File: src/rtl/rotate_engine_if.sv
// rotate_engine_if: groups the job-control and memory signals of rotate_engine.
//
// Handshake: the engine accepts a job when ready=1 and start=1 on a rising clk
// edge; base/len/amount/incr/dir are captured on that same edge. Completion is
// signalled by a single-cycle done pulse. abort cancels a running job. The
// memory side is a synchronous-read port: mem_rdata is valid the cycle after
// mem_addr is presented, and a write happens on the edge that ends a cycle
// with mem_we=1. dbg_state mirrors the engine FSM state encoding.
interface rotate_engine_if #(
  parameter int WIDTH = 32,
  parameter int DEPTH = 64
);
  localparam int AW = $clog2(DEPTH);
  localparam int SW = $clog2(WIDTH);

  logic             start;
  logic             abort;
  logic [AW-1:0]    base;
  logic [AW:0]      len;
  logic [SW-1:0]    amount;
  logic [SW-1:0]    incr;
  logic             dir;
  logic [AW-1:0]    mem_addr;
  logic [WIDTH-1:0] mem_rdata;
  logic [WIDTH-1:0] mem_wdata;
  logic             mem_we;
  logic             ready;
  logic             done;
  logic [2:0]       dbg_state;

  // Environment side: issues jobs and models the memory.
  modport master (
    output start, abort, base, len, amount, incr, dir, mem_rdata,
    input  mem_addr, mem_wdata, mem_we, ready, done, dbg_state
  );

  // Engine side.
  modport slave (
    input  start, abort, base, len, amount, incr, dir, mem_rdata,
    output mem_addr, mem_wdata, mem_we, ready, done, dbg_state
  );
endinterface

File: src/rtl/rotate_engine.sv
// rotate_engine: walks len words of an attached memory starting at base
// (wrapping modulo DEPTH), rotating word k by (amount + k*incr) mod WIDTH in
// direction dir and writing it back in place.
//
// Optional feature macro: ROTATE_ENGINE_BARREL_EN
//   defined   : LOAD captures the word already rotated by a single-cycle
//               barrel rotator; ROTATE is never entered (4 cycles per word).
//   undefined : serial rotation, one bit per cycle in ROTATE (r+4 cycles/word).
// Memory results are the same in both builds.
module rotate_engine #(
  parameter int WIDTH = 32,
  parameter int DEPTH = 64
) (
  input  logic          clk,
  input  logic          reset,
  rotate_engine_if.slave bus
);
  localparam int AW = $clog2(DEPTH);
  localparam int SW = $clog2(WIDTH);

  typedef enum logic [2:0] {
    S_IDLE   = 3'd0,
    S_FETCH  = 3'd1,
    S_LOAD   = 3'd2,
    S_ROTATE = 3'd3,
    S_WRITE  = 3'd4,
    S_NEXT   = 3'd5
  } state_t;

  state_t           r_state;
  state_t           w_state_next;

  logic [AW-1:0]    r_base;
  logic [AW:0]      r_len;
  logic [AW:0]      r_i;
  logic [SW-1:0]    r_acc;
  logic [SW-1:0]    r_incr;
  logic [SW-1:0]    r_cnt;
  logic             r_dir;
  logic [WIDTH-1:0] r_data;
  logic [WIDTH-1:0] r_wdata;
  logic [AW-1:0]    r_addr;
  logic             r_done;

  logic [AW:0]      w_i_inc;
  logic [WIDTH-1:0] w_rot_step;
  logic [WIDTH-1:0] w_load_data;
  logic [WIDTH-1:0] w_data_next;
  logic             w_start_job;
  logic             w_start_empty;
  logic             w_last_word;
  logic             w_done_set;
  logic             w_wr_load;

`ifdef ROTATE_ENGINE_BARREL_EN
  // Rotate x by n positions; the doubled word makes wrap-around a plain shift.
  function automatic logic [WIDTH-1:0] f_rotate(
    input logic [WIDTH-1:0] x,
    input logic [SW-1:0]    n,
    input logic             right
  );
    logic [2*WIDTH-1:0] w_dbl;
    logic [2*WIDTH-1:0] w_sh;
    w_dbl = {x, x};
    if (right) begin
      w_sh = w_dbl >> n;
      return w_sh[WIDTH-1:0];
    end else begin
      w_sh = w_dbl << n;
      return w_sh[2*WIDTH-1:WIDTH];
    end
  endfunction
`endif

  // Job-level decodes shared by the FSM and the datapath.
  always_comb begin
    w_start_job   = (r_state == S_IDLE) && bus.start && (bus.len != '0);
    w_start_empty = (r_state == S_IDLE) && bus.start && (bus.len == '0);
    w_i_inc       = r_i + (AW+1)'(1);
    w_last_word   = (w_i_inc == r_len);
    w_done_set    = w_start_empty ||
                    ((r_state == S_NEXT) && w_last_word && !bus.abort);
  end

  // One-bit rotation step and the word captured in LOAD.
  always_comb begin
    w_rot_step = r_dir ? {r_data[0], r_data[WIDTH-1:1]}
                       : {r_data[WIDTH-2:0], r_data[WIDTH-1]};
`ifdef ROTATE_ENGINE_BARREL_EN
    w_load_data = f_rotate(bus.mem_rdata, r_acc, r_dir);
`else
    w_load_data = bus.mem_rdata;
`endif
  end

  // Value the data register takes at the next edge; also feeds write data.
  always_comb begin
    w_data_next = r_data;
    case (r_state)
      S_LOAD:   w_data_next = w_load_data;
      S_ROTATE: w_data_next = w_rot_step;
      default:  w_data_next = r_data;
    endcase
  end

  // Next-state decode; abort overrides everything outside IDLE.
  always_comb begin
    w_state_next = r_state;
    case (r_state)
      S_IDLE: begin
        if (w_start_job) w_state_next = S_FETCH;
      end
      S_FETCH: w_state_next = S_LOAD;
      S_LOAD: begin
`ifdef ROTATE_ENGINE_BARREL_EN
        w_state_next = S_WRITE;
`else
        w_state_next = (r_acc == '0) ? S_WRITE : S_ROTATE;
`endif
      end
      S_ROTATE: begin
        // Counter reaching 0 this cycle means this is the last rotate step.
        if (r_cnt == SW'(1)) w_state_next = S_WRITE;
      end
      S_WRITE: w_state_next = S_NEXT;
      S_NEXT:  w_state_next = w_last_word ? S_IDLE : S_FETCH;
      default: w_state_next = S_IDLE;
    endcase
    if ((r_state != S_IDLE) && bus.abort) w_state_next = S_IDLE;
    w_wr_load = (w_state_next == S_WRITE);
  end

  // FSM state register.
  always_ff @(posedge clk or negedge reset) begin
    if (!reset) r_state <= S_IDLE;
    else        r_state <= w_state_next;
  end

  // Job parameters, word index, rotation counter and data registers.
  always_ff @(posedge clk or negedge reset) begin
    if (!reset) begin
      r_base  <= '0;
      r_len   <= '0;
      r_i     <= '0;
      r_acc   <= '0;
      r_incr  <= '0;
      r_cnt   <= '0;
      r_dir   <= 1'b0;
      r_data  <= '0;
      r_addr  <= '0;
    end else begin
      case (r_state)
        S_IDLE: begin
          if (w_start_job) begin
            r_base <= bus.base;
            r_len  <= bus.len;
            r_acc  <= bus.amount;
            r_incr <= bus.incr;
            r_dir  <= bus.dir;
            r_i    <= '0;
            r_addr <= bus.base;
          end
        end
        S_LOAD: begin
          r_data <= w_load_data;
          r_cnt  <= r_acc;
        end
        S_ROTATE: begin
          r_data <= w_rot_step;
          r_cnt  <= r_cnt - SW'(1);
        end
        S_NEXT: begin
          // Address is the AW-bit sum, so base+i wraps modulo DEPTH.
          r_i    <= w_i_inc;
          r_acc  <= r_acc + r_incr;
          r_addr <= r_base + w_i_inc[AW-1:0];
        end
        default: ;
      endcase
    end
  end

  // Write data is latched on entry to WRITE so it holds between writes.
  always_ff @(posedge clk or negedge reset) begin
    if (!reset)         r_wdata <= '0;
    else if (w_wr_load) r_wdata <= w_data_next;
  end

  // Registered completion pulse.
  always_ff @(posedge clk or negedge reset) begin
    if (!reset) r_done <= 1'b0;
    else        r_done <= w_done_set;
  end

  // Moore outputs decoded from state and registers.
  always_comb begin
    bus.ready     = (r_state == S_IDLE);
    bus.done      = r_done;
    bus.mem_we    = (r_state == S_WRITE);
    bus.mem_addr  = r_addr;
    bus.mem_wdata = r_wdata;
    bus.dbg_state = r_state;
  end
endmodule

File: src/flat_wrapper.sv
// flat-port wrapper written by rule: the top's interface ports become plain ports
module rotate_engine_flat 
#(
  parameter int WIDTH = 32,
  parameter int DEPTH = 64
)
  (clk, reset, bus_start, bus_abort, bus_base, bus_len, bus_amount, bus_incr, bus_dir, bus_mem_rdata, bus_mem_addr, bus_mem_wdata, bus_mem_we, bus_ready, bus_done, bus_dbg_state);
  rotate_engine_if #(.WIDTH(WIDTH), .DEPTH(DEPTH)) bus_i ();
  input  logic clk;
  input  logic reset;
  input wire logic [$bits(bus_i.start)-1:0] bus_start;
  input wire logic [$bits(bus_i.abort)-1:0] bus_abort;
  input wire logic [$bits(bus_i.base)-1:0] bus_base;
  input wire logic [$bits(bus_i.len)-1:0] bus_len;
  input wire logic [$bits(bus_i.amount)-1:0] bus_amount;
  input wire logic [$bits(bus_i.incr)-1:0] bus_incr;
  input wire logic [$bits(bus_i.dir)-1:0] bus_dir;
  input wire logic [$bits(bus_i.mem_rdata)-1:0] bus_mem_rdata;
  output wire logic [$bits(bus_i.mem_addr)-1:0] bus_mem_addr;
  output wire logic [$bits(bus_i.mem_wdata)-1:0] bus_mem_wdata;
  output wire logic [$bits(bus_i.mem_we)-1:0] bus_mem_we;
  output wire logic [$bits(bus_i.ready)-1:0] bus_ready;
  output wire logic [$bits(bus_i.done)-1:0] bus_done;
  output wire logic [$bits(bus_i.dbg_state)-1:0] bus_dbg_state;
  assign bus_i.start = bus_start;
  assign bus_i.abort = bus_abort;
  assign bus_i.base = bus_base;
  assign bus_i.len = bus_len;
  assign bus_i.amount = bus_amount;
  assign bus_i.incr = bus_incr;
  assign bus_i.dir = bus_dir;
  assign bus_i.mem_rdata = bus_mem_rdata;
  assign bus_mem_addr = bus_i.mem_addr;
  assign bus_mem_wdata = bus_i.mem_wdata;
  assign bus_mem_we = bus_i.mem_we;
  assign bus_ready = bus_i.ready;
  assign bus_done = bus_i.done;
  assign bus_dbg_state = bus_i.dbg_state;
  rotate_engine #(.WIDTH(WIDTH), .DEPTH(DEPTH)) u_core (.clk(clk), .reset(reset), .bus(bus_i));
endmodule
File: config.mk
export PLATFORM = sky130hd
export DESIGN_NAME = rotate_engine_flat
export DESIGN_NICKNAME = d
export VERILOG_FILES = /design/src/rtl/rotate_engine_if.sv /design/src/rtl/rotate_engine.sv /design/src/flat_wrapper.sv
export SDC_FILE = /design/constraint.sdc
export NUM_CORES = 1
export LEC_CHECK = 0
export CAP_MARGIN = 20
export CORE_AREA = 2 2 115 117
export DETAILED_ROUTE_END_ITERATION = 8
export DIE_AREA = 0 0 117 119
export GPL_TIMING_DRIVEN = 0
export PLACE_DENSITY = 0.68
export SLEW_MARGIN = 5
export SYNTH_ARGS = -nofsm -noshare
export SYNTH_HDL_FRONTEND = slang
export SYNTH_SLANG_ARGS = --single-unit
File: constraint.sdc
create_clock -name clk -period 2.7 [get_ports clk]
set_input_delay 0.54 -clock clk [delete_from_list [all_inputs] [get_ports clk]]
set_output_delay 0.54 -clock clk [all_outputs]
set_load 0.005 [all_outputs]
==> flow_summary.ini, run 1 <==
[critical_path]
worstReg2RegEnd = u_core.bus.mem_addr[5]
r2r_start = u_core.r_i[0]
critical_path_peak_fanout = 19
rr_worst_depth = 9
start_kind = flip-flop
reg2reg_slack_ns = 0.33
worst_ep_required_time_ns = 2.16
endpoint_kind = primary output
crit_type = reg -> out
cp.arrival_ns = 2.04

[sta]
maxSlewViolCount = 0
worstMarginPinSlew_ns = 0.538
rsz0062_at_grt = no
slew_headroom_pct = 64.1
fin_crit_ns = 2.58
setup_viol = 0
tns_ns = 0
hold_viol_final = 0
fmax_ghz = 0.388
fin_crit_sh_pct = 95.5
final.setup_skew_ns = 0.00776
fin_hold_ws_ns = 0.137

[synth]
yosysWarningCount = 0
synthArstFlopShare_pct = 100
synth_nets = 652
avgSynthCellArea_sq_um = 9.63
synth_edf_count = 0
synth_top_area_share_pct = 49.5
yosysSeqAreaShare_pct = 49.5
synthTopCellsByArea = dfrtp_1 (49%), nand2_1 (10%), o21ai_0 (7.5%), mux2i_1 (5.8%), mux2_2 (3.8%)
synthesis.area_sq_um = 5560
netlist_instances = 578
synth_seq_cells = 110
synthFlopType = dfrtp_1
yosys.area.top_type = dfrtp_1
synth_cell_types = 44

[layout]
multiInputGateArea_sq_um = 2620
layout.nets = 763
seqCellArea_sq_um = 2750
final_cell_area_sq_um = 7150
diodes = 0
syn_to_final_growth_pct = 28.5
post-route-util_pct = 55.5
final-instance-count-excl-fill = 870
fill_cells = 1114
drive_gt1_share_pct = 9.22

[floorplanning]
fp-row-count = 42
initial_core_util_pct = 43.2
dieWidth_um = 117
core-area_sq_um = 12900
chipHeight_um = 119
die_area_sq_um = 13900
ios = 104

[placed_design]
dp_hpwl_um = 10200
io_buffers = 102
dpl_cell_area_sq_um = 6830
placed_cells = 857
routabilityCongestion = 0.883

[power_and_ir_drop]
total_leakage_power_nw = 3.25
ir_drop_mv = 0.461
power_density_nw_per_um2 = 989

[global_routing]
grt_usage_pct = 20.9
grt-ovfl-total = 0
grt_pass1_wl_um = 22700
grt_pass1_vias = 4707
grt_max_degree = 57
grt_antenna_before_repair = 0

[drt]
drc_errors = 0
post_drt_via_cell_ratio = 5.19
wl_per_cell_um = 15.9
vias = 4519
postRouteAntennaNets = 0
drtIter0Drc = 309
first_pass_iters = 5
totalWireLength_um = 13800

[clock_tree]
clock_path_buffers = 2
cts_tree = done
cts_num_sinks = 110
cts.hold.buffers_added = 0
cts_max_level = 3
cts_made_buffers = 9
postCtsSetupBuffers = 0
cts_root_buf = clkbuf_16
clkTransAtPathRegs_ns = 0.07
insertion_delay_ns = 0.35

[job]
drv_cap = 0

[status]
status = completed

[min_path]
worstHoldPathType = in -> async
[placed cells by master, fill, tap and decap left out, types with 12 or more instances in the layout]
| cell type | instances |
|---|---|
| clkdlybuf4s50_1 | 101 |
| a21oi_1 | 14 |
| clkbuf_1 | 20 |
| o21ai_0 | 83 |
| dfrtp_1 | 110 |
| xnor2_1 | 13 |
| nand2_1 | 154 |
| nor2_1 | 15 |
| mux2_2 | 19 |
| mux2i_1 | 32 |
| ha_1 | 12 |
[layout make-up]
class	instances	area share (%)
sequential	110	38.5
tap	176	3.08
multi-input combinational	422	36.6
clock inverter	1	0.123
clock buffer	15	4.31
buffer	34	2.21
inverter	9	0.473
timing repair buffer	103	14.7
[per-stage QoR]
step / total power, mW / worst slack, ns
after CTS: 7.10 / 0.00332
after detailed placement: 5.71 / -0.269
after floorplan: 4.62 / 0.541
final: 7.07 / 0.122
after global routing: 7.62 / 0.0372
after global placement: 5.60 / -3.06
[critical path: stages, from the launching register on]
cell and delay [ns]:
dfrtp_1 0.47, clkbuf_2 0.31, nor3_2 0.34, clkdlybuf4s50_1 0.56
[flip-flops by register name, indices dropped and copies added, names as in the netlist, 6 cells and up]
| signal | flops |
|---|---|
| u_core.r_len | 7 |
| u_core.bus.mem_wdata | 32 |
| u_core.r_i | 7 |
| u_core.r_base | 6 |
| u_core.r_data | 32 |
| u_core.bus.mem_addr | 6 |
[kinds of logic (layout without fill, tap and decap cells)]
group | count (synthesis) | count (layout) | synth area share (%)
compound gates | 125 | 125 | 12.5
xor+xnor | 19 | 19 | 3.26
fa+ha+maj | 14 | 14 | 3.42
buf+inv | 46 | 162 | 3.62
flops | 110 | 110 | 49.5
mux | 64 | 64 | 12.9
simple gates | 200 | 200 | 14.9
[power breakdown]
group / switching, mW / total [mW] / internal, mW
combinational: 1.60 / 2.97 / 1.36
clock: 0.586 / 1.37 / 0.780
sequential: 0.489 / 2.74 / 2.25
total: 2.68 / 7.07 / 4.39
[routing by layer]
layer	part of all wire [%]	global-route usage (%)	vias up
met5	0	0	-
met4	1.4	6.91	0
met3	5.0	4.73	16
met2	49	33.3	132
met1	45	28.2	2181
li1	-	-	2190
[timing repair]
action	4_1_cts	5_1_grt
setup endpoints to repair	1	4
gates cloned	0	0
pin swaps	0	0
resized for setup	1	3
[Yosys cell counts (2+ instances only)]
cell and number:
inv_1 9, ha_1 12, buf_6 3, a21oi_1 14, a21o_1 5, or3_1 2, a211oi_1 4, clkbuf_1 24
nor2_1 16, mux2i_1 32, o21ai_0 83, xnor2_1 13, o22ai_1 3, dfrtp_1 110, mux2_4 10, fa_1 2
nand3_1 10, nand2b_1 2, nand2_1 154, o31ai_1 2, buf_1 5, nor3_1 5, a31oi_1 6, xor2_1 5
mux2_1 3, mux2_2 19, nor4_1 2, o211ai_1 3, buf_2 5
[how the worst max path moves through the flow]
stage                            start                     end  slack [ns]
3_5_place_dp                bus_len[2]         u_core.r_acc[4]       -0.27
4_1_cts        u_core.bus.dbg_state[0]              bus_mem_we       0.003
3_3_place_gp                     reset        u_core.r_base[2]       -3.06
5_1_grt        u_core.bus.dbg_state[0]              bus_mem_we        0.04
2_1_floorplan            u_core.r_i[0]  u_core.bus.mem_addr[5]        0.54
6_report       u_core.bus.dbg_state[0]              bus_mem_we        0.12
No activity file was read; power rests on OpenSTA's default activity.
==> inputs of run 2 (changes only) <==
- HOLD_SLACK_MARGIN: default -> 0.05
- SLEW_MARGIN: 5 -> 20
==> results of run 2 <==
Final layout, timing and power as in run 1 (identical DEF).
==> inputs of run 3 (changes only) <==
- SLEW_MARGIN: 20 -> default
==> flow_summary.ini, run 3 (synthesized netlist as in run 1, its figures left out) <==
[clock_tree]
cts_made_buffers = 9
insertion_delay_ns = 0.36
cts_num_sinks = 110
clkTransAtPathRegs_ns = 0.07
cts_max_level = 3
cts_root_buf = clkbuf_16
cts.repair.resized = 1
cts_tree = done
clock_path_buffers = 2
cts.hold.buffers_added = 0
postCtsSetupBuffers = 0

[sta]
tns_ns = 0
fmax_ghz = 0.387
setup_viol = 0
maxSlewViolCount = 0
final.setup_skew_ns = 0.00729
worstMarginPinSlew_ns = 0.721
rsz0062_at_grt = no
slew_headroom_pct = 51.9
layout_setup_ws_ns = 0.118
fin_hold_ws_ns = 0.235
hold_viol_final = 0
fin_crit_ns = 2.58
fin_crit_sh_pct = 95.6

[placed_design]
placed_cells = 857
routabilityCongestion = 0.883
dpl_cell_area_sq_um = 6830
dp_hpwl_um = 10100
io_buffers = 102
place_ws_ns = -0.257

[power_and_ir_drop]
ir_drop_mv = 0.524
total_power_mw = 6.99
total_leakage_power_nw = 3.23
power_density_nw_per_um2 = 983

[status]
status = completed

[floorplanning]
core-area_sq_um = 12900
fp-row-count = 42
die_area_sq_um = 13900
ios = 104
initial_core_util_pct = 43.2
chipHeight_um = 119
dieWidth_um = 117

[layout]
seqCellArea_sq_um = 2750
fill_cells = 1134
final_common_cell = nand2_1
final_cell_area_sq_um = 7110
final-instance-count-excl-fill = 869
most-common-layout-cells = nand2_1 (154), dfrtp_1 (110), clkdlybuf4s50_1 (101)
post-route-util_pct = 55.3
drive_gt1_share_pct = 8.95
syn_to_final_growth_pct = 27.9
layout.nets = 763
diodes = 0
multiInputGateArea_sq_um = 2620

[critical_path]
endpoint_kind = primary output
crit_type = reg -> out
critical_path_buf_inv_count = 2
worst_ep_required_time_ns = 2.16
critPathSlowestCell = clkdlybuf4s50_1
max_stage_delay_ns = 0.55
cp.arrival_ns = 2.04
critical_path_peak_fanout = 19
critPathTopFamily = buffers and inverters
critical_path.cell_chain = clkbuf_2 -> nor3_2 -> clkdlybuf4s50_1
start_kind = flip-flop

[global_routing]
grt_max_degree = 57
grt-ovfl-total = 0
grt_usage_pct = 21.1
grt_pass1_vias = 4669
grt_antenna_before_repair = 0
grt_pass1_wl_um = 23000

[drt]
first_pass_iters = 5
postRouteAntennaNets = 0
drc_errors = 0
wl_met1_um = 6210
vias = 4545
wl_per_cell_um = 15.9
wl_met2_um = 6670
wl_met3_um = 724
drtIter0Drc = 354
totalWireLength_um = 13800
post_drt_via_cell_ratio = 5.23
routed.top_layer = met4

[min_path]
worstHoldPathType = in -> async

[job]
drv_cap = 0
## run 3: cell count changes in the layout (fill, tap and decap cells not counted)
cell | previous run | this run
clkbuf_8 | 6 | 3
buf_4 | 0 | 1
clkbuf_1 | 20 | 21
buf_6 | 4 | 3
clkinvlp_4 | 0 | 1
## run 3: area by class of cell
cell class / instances / area share (%)
clock buffers: 13 / 3.80
clock inverters: 2 / 0.229
plain buffers: 34 / 2.22
multi-input cells: 422 / 36.8
flip-flops and latches: 110 / 38.7
inverters: 9 / 0.475
repair buffers: 103 / 14.7
well taps: 176 / 3.10
## run 3: where the power goes
group	leakage, nW	internal [mW]	switching (mW)
logic	1.68	1.36	1.60
registers	1.41	2.25	0.492
clock network	0.138	0.699	0.590
total	3.23	4.31	2.68
## run 3: path summary, 6_finish.rpt
kind,to,start,depth (start not counted),slack [ns]
setup / recovery,bus_mem_we,u_core.bus.dbg_state[0],3,0.12
hold / removal,u_core.bus.mem_wdata[16],reset,1,0.24
setup reg to reg,u_core.bus.mem_addr[5],u_core.r_i[0],9,0.32
hold reg to reg,u_core.bus.mem_addr[0],u_core.bus.mem_addr[0],2,0.48
max in group asynchronous,u_core.bus.mem_wdata[2],reset,2,1.74
min in group clk,u_core.bus.mem_addr[0],u_core.bus.mem_addr[0],2,0.48
## run 3: worst reg2reg max path, delay by kind of cell, from the launching register on
family / cells / cell delay [ns]
fa+ha+maj: 2 / 0.67
compound gates: 4 / 0.57
xor+xnor: 2 / 0.45
flops: 1 / 0.44
simple gates: 1 / 0.10
## run 3: metal layers
| metal | global-route usage (%) | vias to the layer above |
|---|---|---|
| li1 | - | 2189 |
| met1 | 28.6 | 2199 |
| met2 | 33.9 | 141 |
| met3 | 4.83 | 16 |
| met4 | 5.74 | 0 |
| met5 | 0 | - |
